`src/rtl/mem_stage_bus_pkg.sv`:
```
// Shared encodings and small decode helpers for the memory-access stage.
package mem_stage_bus_pkg;

   localparam logic [3:0] MEMOP_NONE = 4'd0;
   localparam logic [3:0] MEMOP_LB   = 4'd1;
   localparam logic [3:0] MEMOP_LBU  = 4'd2;
   localparam logic [3:0] MEMOP_LH   = 4'd3;
   localparam logic [3:0] MEMOP_LHU  = 4'd4;
   localparam logic [3:0] MEMOP_LW   = 4'd5;
   localparam logic [3:0] MEMOP_SB   = 4'd6;
   localparam logic [3:0] MEMOP_SH   = 4'd7;
   localparam logic [3:0] MEMOP_SW   = 4'd8;

   localparam logic        RstEnable  = 1'b0;
   localparam logic [31:0] ZeroWord   = 32'h0000_0000;
   localparam logic [4:0]  NOPRegAddr = 5'b00000;

   localparam logic [1:0] SZ_BYTE = 2'd0;
   localparam logic [1:0] SZ_HALF = 2'd1;
   localparam logic [1:0] SZ_WORD = 2'd2;

   typedef enum logic [1:0] {
      ST_IDLE = 2'd0,
      ST_BUSY = 2'd1,
      ST_DONE = 2'd2
   } state_t;

   function automatic logic is_mem_op(input logic [3:0] op);
      return (op >= MEMOP_LB) && (op <= MEMOP_SW);
   endfunction

   function automatic logic is_load_op(input logic [3:0] op);
      return (op >= MEMOP_LB) && (op <= MEMOP_LW);
   endfunction

   function automatic logic [1:0] memop_size(input logic [3:0] op);
      case (op)
         MEMOP_LB, MEMOP_LBU, MEMOP_SB: return SZ_BYTE;
         MEMOP_LH, MEMOP_LHU, MEMOP_SH: return SZ_HALF;
         default:                       return SZ_WORD;
      endcase
   endfunction

endpackage

```
`src/rtl/mem_stage_bus_load_align.sv`:
```
// Picks the addressed lane out of the load buffer and sign/zero extends it.
module mem_stage_bus_load_align
   import mem_stage_bus_pkg::*;
#(
   parameter int DATA_W = 32,
   parameter int OFF_W  = $clog2(DATA_W / 8)
) (
   input  logic [DATA_W-1:0] ld_buf,
   input  logic [OFF_W-1:0]  off,
   input  logic [3:0]        memop,
   output logic [DATA_W-1:0] ld_data
);

   logic [OFF_W-1:0] word_off;
   logic [7:0]       lane_b;
   logic [15:0]      lane_h;
   logic [31:0]      lane_w;

   // Lane extraction by byte offset, then extension chosen by the opcode.
   always_comb begin
      word_off      = off;
      word_off[1:0] = 2'b00;
      lane_b        = ld_buf[{off, 3'b000} +: 8];
      lane_h        = ld_buf[{off, 3'b000} +: 16];
      lane_w        = ld_buf[{word_off, 3'b000} +: 32];
      ld_data       = '0;
      case (memop)
         MEMOP_LB:  ld_data = DATA_W'($signed(lane_b));
         MEMOP_LBU: ld_data = DATA_W'(lane_b);
         MEMOP_LH:  ld_data = DATA_W'($signed(lane_h));
         MEMOP_LHU: ld_data = DATA_W'(lane_h);
         MEMOP_LW:  ld_data = DATA_W'(lane_w);
         default:   ld_data = '0;
      endcase
   end

endmodule

```
`src/rtl/mem_stage_bus.sv`:
```
// Memory-access pipeline stage: ALU passthrough, or one req/ack bus
// transaction per load/store with alignment check and timeout.
//
//  state | meaning
//  IDLE  | no transaction; passthrough, misalign check, issue on aligned op
//  BUSY  | mem_req_o high, waiting for ack or timeout, pipeline stalled
//  DONE  | result/exception presented to write-back for one cycle
module mem_stage_bus
   import mem_stage_bus_pkg::*;
#(
   parameter int DATA_W  = 32,
   parameter int ADDR_W  = 32,
   parameter int REG_AW  = 5,
   parameter int TIMEOUT = 16
) (
   input  logic                  clk,
   input  logic                  rst,
   input  logic [REG_AW-1:0]     wd_i,
   input  logic                  wreg_i,
   input  logic [DATA_W-1:0]     wdata_i,
   input  logic [3:0]            memop_i,
   input  logic [ADDR_W-1:0]     maddr_i,
   input  logic [DATA_W-1:0]     sdata_i,
   output logic [REG_AW-1:0]     wd_o,
   output logic                  wreg_o,
   output logic [DATA_W-1:0]     wdata_o,
   output logic                  stallreq_o,
   output logic                  excpt_o,
   output logic                  mem_req_o,
   output logic                  mem_we_o,
   output logic [ADDR_W-1:0]     mem_addr_o,
   output logic [DATA_W/8-1:0]   mem_sel_o,
   output logic [DATA_W-1:0]     mem_wdata_o,
   input  logic [DATA_W-1:0]     mem_rdata_i,
   input  logic                  mem_ack_i
);

   localparam int SEL_W = DATA_W / 8;
   localparam int OFF_W = $clog2(SEL_W);
   localparam int CNT_W = $clog2(TIMEOUT) + 1;

   state_t             state, state_nxt;
   logic [CNT_W-1:0]   cnt;
   logic               err;
   logic [DATA_W-1:0]  ld_buf;
   logic [DATA_W-1:0]  ld_data;

   logic [OFF_W-1:0]   off, word_off;
   logic [1:0]         size;
   logic               mem_op, misalign;
   logic [SEL_W-1:0]   sel_calc;
   logic [DATA_W-1:0]  wdata_calc;
   logic               issue, ack_take, tmo_hit;

   assign off = maddr_i[OFF_W-1:0];

   mem_stage_bus_load_align #(
      .DATA_W (DATA_W),
      .OFF_W  (OFF_W)
   ) u_load_align (
      .ld_buf  (ld_buf),
      .off     (off),
      .memop   (memop_i),
      .ld_data (ld_data)
   );

   // Access decode: size, alignment, byte lanes and lane-replicated store data.
   always_comb begin
      size          = memop_size(memop_i);
      mem_op        = is_mem_op(memop_i);
      word_off      = off;
      word_off[1:0] = 2'b00;
      misalign      = ((size == SZ_HALF) && off[0]) ||
                      ((size == SZ_WORD) && (off[1:0] != 2'b00));
      case (size)
         SZ_BYTE: begin
            sel_calc   = SEL_W'(1) << off;
            wdata_calc = {SEL_W{sdata_i[7:0]}};
         end
         SZ_HALF: begin
            sel_calc   = SEL_W'(3) << off;
            wdata_calc = {(SEL_W / 2){sdata_i[15:0]}};
         end
         default: begin
            sel_calc   = SEL_W'(15) << word_off;
            wdata_calc = {(SEL_W / 4){sdata_i[31:0]}};
         end
      endcase
   end

   // State register.
   always_ff @(posedge clk) begin
      if (rst == RstEnable) state <= ST_IDLE;
      else                  state <= state_nxt;
   end

   // Next-state and write-back/stall/exception outputs.
   always_comb begin
      state_nxt  = state;
      issue      = 1'b0;
      ack_take   = 1'b0;
      tmo_hit    = 1'b0;
      wd_o       = wd_i;
      wreg_o     = 1'b0;
      wdata_o    = wdata_i;
      stallreq_o = 1'b0;
      excpt_o    = 1'b0;
      case (state)
         ST_IDLE: begin
            if (!mem_op) begin
               wreg_o = wreg_i;
            end else if (misalign) begin
               excpt_o = 1'b1;
            end else begin
               stallreq_o = 1'b1;
               issue      = 1'b1;
               state_nxt  = ST_BUSY;
            end
         end
         ST_BUSY: begin
            stallreq_o = 1'b1;
            if (mem_ack_i) begin
               ack_take  = 1'b1;
               state_nxt = ST_DONE;
            end else if (cnt == CNT_W'(TIMEOUT - 1)) begin
               tmo_hit   = 1'b1;
               state_nxt = ST_DONE;
            end
         end
         ST_DONE: begin
            state_nxt = ST_IDLE;
            if (err) begin
               excpt_o = 1'b1;
            end else if (is_load_op(memop_i)) begin
               wreg_o  = wreg_i;
               wdata_o = ld_data;
            end
         end
         default: state_nxt = ST_IDLE;
      endcase
      if (rst == RstEnable) begin
         state_nxt  = ST_IDLE;
         issue      = 1'b0;
         ack_take   = 1'b0;
         tmo_hit    = 1'b0;
         wd_o       = '0;
         wreg_o     = 1'b0;
         wdata_o    = '0;
         stallreq_o = 1'b0;
         excpt_o    = 1'b0;
      end
   end

   // Bus request registers, timeout counter, load buffer and error flag.
   always_ff @(posedge clk) begin
      if (rst == RstEnable) begin
         mem_req_o   <= 1'b0;
         mem_we_o    <= 1'b0;
         mem_addr_o  <= '0;
         mem_sel_o   <= '0;
         mem_wdata_o <= '0;
         ld_buf      <= '0;
         cnt         <= '0;
         err         <= 1'b0;
      end else begin
         if (issue) begin
            mem_req_o   <= 1'b1;
            mem_we_o    <= !is_load_op(memop_i);
            mem_addr_o  <= {maddr_i[ADDR_W-1:OFF_W], {OFF_W{1'b0}}};
            mem_sel_o   <= sel_calc;
            mem_wdata_o <= wdata_calc;
            cnt         <= '0;
            err         <= 1'b0;
         end
         if (state == ST_BUSY) begin
            cnt <= cnt + CNT_W'(1);
         end
         if (ack_take) begin
            ld_buf    <= mem_rdata_i;
            mem_req_o <= 1'b0;
            err       <= 1'b0;
         end else if (tmo_hit) begin
            mem_req_o <= 1'b0;
            err       <= 1'b1;
         end
      end
   end

endmodule
```
`config.mk`:
```
export PLATFORM = sky130hd
export DESIGN_NAME = mem_stage_bus
export DESIGN_NICKNAME = d
export VERILOG_FILES = /design/src/rtl/mem_stage_bus_pkg.sv /design/src/rtl/mem_stage_bus_load_align.sv /design/src/rtl/mem_stage_bus.sv
export SDC_FILE = /design/constraint.sdc
export NUM_CORES = 1
export LEC_CHECK = 0
export CAP_MARGIN = 5
export CELL_PAD_IN_SITES_DETAIL_PLACEMENT = 2
export CELL_PAD_IN_SITES_GLOBAL_PLACEMENT = 2
export CORE_ASPECT_RATIO = 0.9
export CORE_UTILIZATION = 22
export CTS_CLUSTER_DIAMETER = 50
export CTS_CLUSTER_SIZE = 10
export DETAILED_ROUTE_END_ITERATION = 8
export PLACE_DENSITY_LB_ADDON = 0.1
export SETUP_SLACK_MARGIN = 0.15
export SKIP_CTS_REPAIR_TIMING = 1
export SYNTH_ARGS = -nofsm -noshare
export SYNTH_HDL_FRONTEND = slang
export SYNTH_HIERARCHICAL = 1
export SYNTH_SLANG_ARGS = --single-unit
```
`constraint.sdc`:
```
create_clock -name clk -period 2 [get_ports clk]
set_input_delay 0.2 -clock clk [delete_from_list [all_inputs] [get_ports clk]]
set_output_delay 0.2 -clock clk [all_outputs]
set_load 0.01 [all_outputs]
```
==> impl_results.md <==
* Die H at 159 um
* ANT nets after route at 0
* Final Setup Violations at 93
* CTS tree: built
* Top Ports at 251
* DP Area at 9390 sq um
* Startpoint Class: register
* TritonCTS buffer count at 9
* Clock root buffer master: clkbuf_16
* Row Count at 57
* Area occupied by multi-input gates at 3790 sq um
* Clock skew at 0.0102 ns
* Adder-cell share of the synthesized area at 0.416%
* Final Cycle Share at 116%
* Mux contribution to synthesized area at 17.1%
* Max transition margin at 40.8%
* CTS clk-pin slew, worst paths at about 0.090 ns
* Max Slew Vio Count at 0
* Largest net degree at the start of global routing at 85
* Gr usage total at 18.6%
* Synth Area in Simple Gates at 16.8%
* Final min period at 2.33 ns
* DRC at 0
* Max Root-Sink Buffers at 2
* Core area at 27000 sq um
* Failing checks: negative setup slack
* Post-synth EDFFs at 0
* Area delta synth->final at 73.0%
* Largest cells by area after synthesis: dfxtp_1 36%, mux2i_1 16%, nand2_1 8.0%
* YS warnings at 6
* Status: finished, violations left
* Wire per inst at 20.9 um
* Antenna violations before repair at 3
* Compound-gate portion of the synthesized area at 22.9%
* Clock Latency Late Sink at 0.37 ns
* Synth top cells by count: 129 x nand2_1, 108 x dfxtp_1, 98 x mux2i_1
* Top cell type's share of synthesized area at a little over a third
* P per Cell Area at 583 nW/um^2
* CP Max Fanout at 8
* Clock sink total at 108
* Detailed Place HPWL at between 20 and 25 mm
* DRT iter0 DRCs at 332
* Via Count at 6662
* Main combinational cell family by area after synthesis: compound AO/OA/AOI/OAI gates
* Max-cap violations at 0
* Total Power at between 6000 and 7000 uW
* Total wire length at between 20 and 30 mm
* Netlist cell types at 64
* Sequential Area at 2170 sq um
* I/O Buffers at 248
* Fill cell count at 2923
* Fin. Hold Viols at 0
* Final Instance Area at between 10000 and 15000 sq um
* Placer Congestion at 0.816
* RSZ-0062 raised after global routing: yes
* Synth Area in XOR/XNOR at less than 1%
* Vias in the first global route at just over 7000
* Share of cells above drive strength 1 at 23.4%
* Htree depth at 3
* Avg Vias per Cell at ~4.9
* Nets at between 1000 and 1500
* Critical Path Sink Type: primary output
* CP arrival at 2.13 ns
* Post-synth top area cell: dfxtp_1
* Initial core utilization at 22.3%
* Area of the mapped netlist at 6020 sq um
* Syn_area_per_cell at approximately 8.7 sq um
* Req. time, crit path at 1.80 ns
* Die width at 176 um
* Worst-Margin Slew at 0.888 ns
* Mapped Cells at between 600 and 700
* Die area at 28000 sq um
* Yosys reg bits at 108
* Fmax at 430 MHz
* Final Worst Setup Slack at -0.328 ns
* First-pass iteration count of the detailed router at 8
* FFs w/ async S/R, synth at 0%
* Ys flop type: dfxtp_1
* P_leak at 0.00434 uW
* Sequential fraction of the synthesis area at 35.9%
* Class of the worst hold path: input pin to register
* Count leader, synth: nand2_1
* VDD IR-drop max at roughly 0.4 mV
* GR Overflow Total at 0
* WS Path Type: register to primary output
* First-pass GRT wire length at 40.8 mm
-- worst paths after layout --
path            startpoint         endpoint  slack (ns)  cells after the start
min            maddr_i[21]   mem_addr_o[21]        0.39                      3
max reg2reg       state[0]  mem_wdata_o[12]       -0.17                      8
min reg2reg  mem_addr_o[7]    mem_addr_o[7]        0.47                      2
max             ld_buf[31]      wdata_o[23]       -0.33                      7
-- flip-flops by register name (all words and copies together), names as in the netlist, 2 cells and up --
signal,count
mem_addr_o,30
ld_buf,32
mem_wdata_o,32
cnt,5
state,2
mem_sel_o,4
-- area by class of cell --
class                           count  area share [%]
Tap cell                          354            4.26
Timing Repair Buffer              367            34.8
Sequential cell                   108            20.9
Multi-Input combinational cell    504            36.4
Clock inverter                      7           0.986
Inverter                           13           0.469
Clock buffer                        9            2.16
Antenna cell                        2          0.0481
-- per-stage QoR --
step	utilization (%)	TNS [ns]	instances	hold WS, ns	worst slack (ns)
floorplan	-	0	695	0.318	0.0271
global placement	34.8	-62.48	1309	0.444	-0.827
detailed placement	34.8	-69.42	1309	0.457	-0.958
CTS	36.0	-41.30	1325	0.374	-0.968
global route	38.6	-21.13	1364	0.387	-0.418
finish	38.6	-13.98	1364	0.392	-0.328
-- routing by layer --
metal  up-vias  part of all wire [%]  wire, um  GRT usage (%)
li1       3138                     -         -              -
met1      3364                    46     13200           24.3
met2       149                    49     14100           31.5
met3        11                   3.6      1030           3.11
met4         0                  0.60       172           4.51
met5         -                     0         0              0
-- cells by family (layout without fill, tap and decap cells) --
family,count (synthesis),in the layout
AOI/OAI and AO/OA,175,175
xor gates and xnor gates,2,2
adders and majority gates,2,2
buffers and inverters,83,396
DFF,108,108
muxes,100,100
other,1,4
and+or+nand+nor,223,223
-- cell usage in the layout, fill, tap and decap left out, drive strengths merged, types with 8 or more instances in the layout --
master         netlist  layout
o31ai               17      17
o211ai              16      16
a22o                33      33
nor2b                9       9
o21ai               26      26
a21o                 9       9
dfxtp              108     108
mux2i               98      98
nor2                39      39
a21oi               14      14
nand2              129     129
clkdlybuf4s50        0     206
inv                 13      16
o311ai              15      15
a2bb2oi              8       8
buf                 29     137
clkbuf              41      29
-- power breakdown --
group / total (uW) / switching, uW / internal, uW
Combinational: 1700 / 773 / 923
Clock: 2020 / 990 / 1030
Sequential: 2360 / 86.7 / 2270
-- worst max-delay path, cell delays in order (launching register included) --
cell and delay (ns):
dfxtp_2 0.36, mux4_2 0.51, o21ai_4 0.27, clkbuf_16 0.21, o21ai_1 0.09, mux2i_1 0.14, nor2_1 0.05, clkbuf_2 0.14
No activity file was read; power rests on OpenSTA's default activity.
